**config.mk**
```make
export PLATFORM = sky130hd
export DESIGN_NAME = muldiv_seq
export DESIGN_NICKNAME = d
export VERILOG_FILES = /design/src/rtl/muldiv_seq_pkg.sv /design/src/rtl/muldiv_seq_div_step.sv /design/src/rtl/muldiv_seq.sv
export SDC_FILE = /design/constraint.sdc
export NUM_CORES = 2
export LEC_CHECK = 0
export CAP_MARGIN = 20
export CORE_MARGIN = 3
export CORE_UTILIZATION = 50
export CTS_CLUSTER_DIAMETER = 40
export CTS_CLUSTER_SIZE = 30
export DETAILED_ROUTE_END_ITERATION = 8
export PLACE_DENSITY = 0.72
export SLEW_MARGIN = 20
export SYNTH_ARGS = -nofsm -noshare
export SYNTH_HDL_FRONTEND = slang
export SYNTH_SLANG_ARGS = --single-unit
```
**constraint.sdc**
```tcl
create_clock -name clk -period 11.8 [get_ports clk]
set_input_delay 2.36 -clock clk [delete_from_list [all_inputs] [get_ports clk]]
set_output_delay 2.36 -clock clk [all_outputs]
set_load 0.005 [all_outputs]
```
**src/rtl/muldiv_seq_pkg.sv**
```systemverilog
// Shared definitions for the HI/LO multiply/divide unit: op bit indices,
// FSM state encoding and small arithmetic helpers.
package muldiv_seq_pkg;

    localparam int MD_WIDTH = 32;

    // op is one-hot, ordered {MULT, MULTU, DIV, DIVU, MTHI, MTLO}
    localparam int MD_MULT  = 5;
    localparam int MD_MULTU = 4;
    localparam int MD_DIV   = 3;
    localparam int MD_DIVU  = 2;
    localparam int MD_MTHI  = 1;
    localparam int MD_MTLO  = 0;

    typedef enum logic [2:0] {
        ST_IDLE = 3'd0,
        ST_PREP = 3'd1,
        ST_MUL  = 3'd2,
        ST_DIV  = 3'd3,
        ST_FIX  = 3'd4
    } md_state_e;

    function automatic logic op_onehot(input logic [5:0] v);
        return (v != 6'd0) && ((v & (v - 6'd1)) == 6'd0);
    endfunction

    function automatic logic [MD_WIDTH-1:0] cond_neg(input logic [MD_WIDTH-1:0] v,
                                                    input logic take);
        return take ? (~v + MD_WIDTH'(1)) : v;
    endfunction

endpackage

```
**src/rtl/muldiv_seq_div_step.sv**
```systemverilog
// One restoring-division iteration: shift the next dividend bit into the
// partial remainder and subtract the divisor when it fits.
module muldiv_seq_div_step (
    input  logic [31:0] rem,
    input  logic [31:0] quo,
    input  logic [31:0] divisor,
    output logic [31:0] rem_next,
    output logic [31:0] quo_next
);
    logic [32:0] part;
    logic        fits;
    logic [31:0] diff;

    // The partial remainder is kept 33 bits wide so divisors above 2^31 work.
    assign part     = {rem, quo[31]};
    assign fits     = (part >= {1'b0, divisor});
    assign diff     = part[31:0] - divisor;
    assign rem_next = fits ? diff : part[31:0];
    assign quo_next = {quo[30:0], fits};

endmodule

```
**src/rtl/muldiv_seq.sv**
```systemverilog
// HI/LO unit for the EX stage: single-cycle MTHI/MTLO, fixed-latency
// multiply and an iterative restoring divider, all committing to HI/LO.
module muldiv_seq
    import muldiv_seq_pkg::*;
#(
    parameter int DIV_ITERS   = 32,
    parameter int MUL_LATENCY = 1
) (
    input  logic        clk,
    input  logic        resetn,
    input  logic        op_valid,
    input  logic [5:0]  op,
    input  logic [31:0] a,
    input  logic [31:0] b,
    output logic        op_ready,
    input  logic        flush,
    output logic        busy,
    output logic [31:0] hi,
    output logic [31:0] lo,
    output logic        div_by_zero
);
    localparam int               CNT_W    = $clog2(DIV_ITERS);
    localparam logic [CNT_W-1:0] DIV_LAST = CNT_W'(DIV_ITERS - 1);
    localparam logic [CNT_W-1:0] MUL_LAST = CNT_W'(MUL_LATENCY - 1);

    md_state_e          state_q;
    logic [CNT_W-1:0]   cnt_q;
    logic [31:0]        hi_q, lo_q;
    logic               dbz_q;

    logic [31:0]        a_q, b_q;
    logic               signed_q, sq_q, sr_q, dz_q;
    logic [31:0]        rem_q, quo_q, dvs_q;

    logic               accept, is_mul, is_div;
    logic [31:0]        rem_d, quo_d, fix_hi_d, fix_lo_d;
    logic signed [63:0] mul_a, mul_b, prod_d;

    assign is_mul = op[MD_MULT] | op[MD_MULTU];
    assign is_div = op[MD_DIV]  | op[MD_DIVU];
    assign accept = op_valid & (state_q == ST_IDLE) & ~flush & op_onehot(op);

    muldiv_seq_div_step u_step (
        .rem      (rem_q),
        .quo      (quo_q),
        .divisor  (dvs_q),
        .rem_next (rem_d),
        .quo_next (quo_d)
    );

    // Low 64 bits of the product of sign- or zero-extended operands.
    assign mul_a  = {{32{signed_q & a_q[31]}}, a_q};
    assign mul_b  = {{32{signed_q & b_q[31]}}, b_q};
    assign prod_d = mul_a * mul_b;

    assign fix_lo_d = dz_q ? 32'hFFFF_FFFF : cond_neg(quo_q, sq_q);
    assign fix_hi_d = dz_q ? a_q           : cond_neg(rem_q, sr_q);

    always_ff @(posedge clk or negedge resetn) begin
        if (!resetn) begin
            state_q <= ST_IDLE;
            cnt_q   <= '0;
            hi_q    <= '0;
            lo_q    <= '0;
            dbz_q   <= 1'b0;
        end else begin
            dbz_q <= 1'b0;
            if (state_q != ST_IDLE && flush) begin
                state_q <= ST_IDLE;
                cnt_q   <= '0;
            end else begin
                case (state_q)
                    ST_IDLE: begin
                        if (accept) begin
                            if (op[MD_MTHI]) hi_q <= a;
                            if (op[MD_MTLO]) lo_q <= a;
                            if (is_mul) begin
                                state_q <= ST_MUL;
                                cnt_q   <= '0;
                            end
                            if (is_div) state_q <= ST_PREP;
                        end
                    end
                    ST_PREP: begin
                        cnt_q   <= '0;
                        state_q <= (b_q == 32'd0) ? ST_FIX : ST_DIV;
                    end
                    ST_MUL: begin
                        if (cnt_q == MUL_LAST) begin
                            {hi_q, lo_q} <= prod_d;
                            state_q      <= ST_IDLE;
                            cnt_q        <= '0;
                        end else begin
                            cnt_q <= cnt_q + 1'b1;
                        end
                    end
                    ST_DIV: begin
                        cnt_q <= cnt_q + 1'b1;
                        if (cnt_q == DIV_LAST) state_q <= ST_FIX;
                    end
                    ST_FIX: begin
                        hi_q    <= fix_hi_d;
                        lo_q    <= fix_lo_d;
                        dbz_q   <= dz_q;
                        state_q <= ST_IDLE;
                    end
                    default: state_q <= ST_IDLE;
                endcase
            end
        end
    end

    // Datapath registers carry no reset; the FSM decides when they are meaningful.
    always_ff @(posedge clk) begin
        if (accept) begin
            a_q      <= a;
            b_q      <= b;
            signed_q <= op[MD_MULT] | op[MD_DIV];
        end
        if (state_q == ST_PREP) begin
            rem_q <= '0;
            quo_q <= cond_neg(a_q, signed_q & a_q[31]);
            dvs_q <= cond_neg(b_q, signed_q & b_q[31]);
            sq_q  <= signed_q & (a_q[31] ^ b_q[31]);
            sr_q  <= signed_q & a_q[31];
            dz_q  <= (b_q == 32'd0);
        end else if (state_q == ST_DIV) begin
            rem_q <= rem_d;
            quo_q <= quo_d;
        end
    end

    assign op_ready    = (state_q == ST_IDLE);
    assign busy        = (state_q != ST_IDLE);
    assign hi          = hi_q;
    assign lo          = lo_q;
    assign div_by_zero = dbz_q;

endmodule
```
==> results.cfg <==
[run_status]
status = completed

[global_routing]
grt_usage = 0.304
antenna_found_initial = 6
grt_overflow = 0
grt_pass1_vias = 43700
grt_max_degree = 81
grt_pass1_wl_mm = 252

[sta]
tightest_slew_ns = 1.23
fin_crit_ns = 10.65
slew_violations = 0
tns_ns = 0
max-slew-margin-rel = 0.178
clock_skew_ns = 0.0530
hold_viol_final = 0
max_freq_mhz = 93.9
setup_viol = 0
rsz0062_at_grt = no
final.setup.worst_slack_ns = 1.15
finalCritPeriodShare = 0.903

[clock_network]
numCtsBuffers = 40
cts_buffer_depth = 3
postCtsHoldBufs = 0
clockRootBuffer = clkbuf_16
cts_tree = done
clkSlewWorstSetupHoldPaths_ns = 0.06
clk_latency_ns = 0.62
cts.sink_count = 237
cts.htree.levels = 2
cts_setup_buffers = 0
cts_resized = 0

[floorplan]
initial_core_util = 0.507
core-area_um2 = 102000
die_w_um = 328
die_area_um2 = 108000
rows = 117
dieHeight_um = 328
io_pins = 141

[yosys]
yosysTopAreaCellShare = 0.434
synth_top_family_by_area = adder cells
synthAdderAreaFrac = 0.495
synthesis.nets = 7215
synth_edf_count = 132
synth-compound-area-share = 0.0804
synth_xor_area_frac = 0.0361
yosys-top-cells-area = fa_1, inv_1, edfxtp_1
synth-simple-area-share = 0.151
synth_top_area_cell = fa_1
syn_area_per_cell_um2 = 9.01
synth_most_common_cell = inv_1
yosysWarningCount = 0
seq_area_frac_synth = 0.124
syn_area_um2 = 51900
synth.top_cells.by_count = inv_1, fa_1, nand2_1, and2_1, clkbuf_1
muxShareOfSynthArea = 0.00174
yosys.cell_types.count = 77
synthArstFlopShare = 0.308
ys_ff_latch = 237
syn_inst = 5763
synthFlopType = edfxtp_1

[worst_setup_path]
critPathLaunch = signed_q
end_kind = flip-flop
cp-start-kind = flip-flop
slowest_delay_ns = 0.92
arrival_ns = 11.10
r2r_slack_ns = 1.15
rr_startpoint = signed_q
reg2reg_depth = 28
slowest_stage = clkinv_1
worst_ep_required_time_ns = 12.25
worstPathMaxFanout = 21
worst-setup-path-type = flip-flop to flip-flop
r2r_end = hi[21]
cpMostUsedCell = fa_1

[detailed_routing]
vias_per_cell = 5.73
drt_wl_total_mm = 158
vias = 40600
drtPass1Iterations = 6
remaining_drc_errors = 0
ant_nets = 0
first_iter_violations = 3802
wl_per_cell_um = 22.3

[layout]
utilization = 0.546
nNetsFinal = 7143
syn_to_final_growth_pct = 7.61
final_cell_area_um2 = 55800
nFillCells = 9076
layout-drive-gt1-share = 0.0346

[placement]
port_buffers = 140
dp_hpwl_mm = 122
placed_area_um2 = 54400
globalplace.congestion = 0.967
dp_worst_setup_slack_ns = 1.35

[min_path]
hold_path_end = hi[13]
min_from = hi[13]
hp-class = flip-flop to flip-flop
whs_path_depth = 2

[run]
drv_cap = 0

[pwr]
p_leak_nw = 26.7
p_per_area_nw_per_um2 = 258
peakVddDrop_v = 0.000610
[power breakdown]
| group | switching (W) | total, W | leakage [nW] | internal (W) |
|---|---|---|---|---|
| Combinational | 0.00767 | 0.0120 | 23.7 | 0.00435 |
| Clock | 0.000507 | 0.00123 | 0.680 | 0.000722 |
| Sequential | 0.000146 | 0.00115 | 2.33 | 0.00100 |
[final cells by class]
type,instances,area [um2],area share
diodes,2,5.00,0.0000896
inverters,1200,4510,0.0807
repair buffers,233,2110,0.0377
clock buffers,47,1040,0.0186
flip-flops and latches,237,6430,0.115
well taps,1368,1710,0.0306
multi-input cells,3979,39700,0.711
clock inverters,27,340,0.00609
[metal layers]
metal	vias to the layer above	GRT usage	wire length, um
li1	17300	-	-
met3	514	0.0686	15700
met4	0	0.150	9650
met5	-	0	0
met2	2058	0.490	72900
met1	20800	0.389	60000
[worst max-delay path: cells and delay by family, from the launching register on]
family                     cells  cell delay, ns
and+or+nand+nor                5            1.60
adders and majority gates      9            4.55
DFF                            1            0.39
AOI/OAI and AO/OA              7            1.99
muxes                          1            0.26
buffers and inverters          6            1.67
[worst max-delay path by stage]
stage	to	slack [ns]	cells past startpoint
floorplan	hi[21]	3.32	33
global placement	hi[21]	1.42	28
detailed placement	hi[21]	1.35	28
CTS	hi[21]	1.27	28
global route	hi[21]	0.58	28
finish	hi[21]	1.15	28
[flip-flops by register name, summed over array words and instances, names as in the netlist, 5 cells and up]
name	count
a_q	32
b_q	32
dvs_q	32
hi	32
lo	32
quo_q	32
rem_q	32
cnt_q	5
[per-stage QoR]
stage                     total power [W]  instances  hold slack [ns]
after floorplan                   0.00903       5763            0.470
after CTS                          0.0142       7090            0.489
after detailed placement           0.0129       7016            0.476
final                              0.0144       7093            0.489
after global placement             0.0129       7016            0.469
after global routing               0.0156       7091            0.515
[placed cells by master (no fill, tap or decap), drive strengths merged, types with 19 or more instances in the layout]
cell type	instances
xnor2	121
buf	94
o31ai	28
clkbuf	47
xor2	93
nor2	254
and2	340
clkdlybuf4s50	139
dfrtp	73
and3	29
nand2	898
a221oi	21
o21ai	179
nor3	29
edfxtp	132
fa	1126
inv	1206
nand3	32
ha	252
a21oi	210
nand2b	25
a31oi	28
dfxtp	32
o21bai	19
a21o	51
nand4	23
[logic make-up after synthesis]
kind of cell / Yosys count
xor+xnor: 214
compound gates: 670
simple gates: 1707
flops: 237
fa+ha+maj: 1379
buf+inv: 1547
mux: 9
Note: power is estimated with default switching activity, not from simulation.
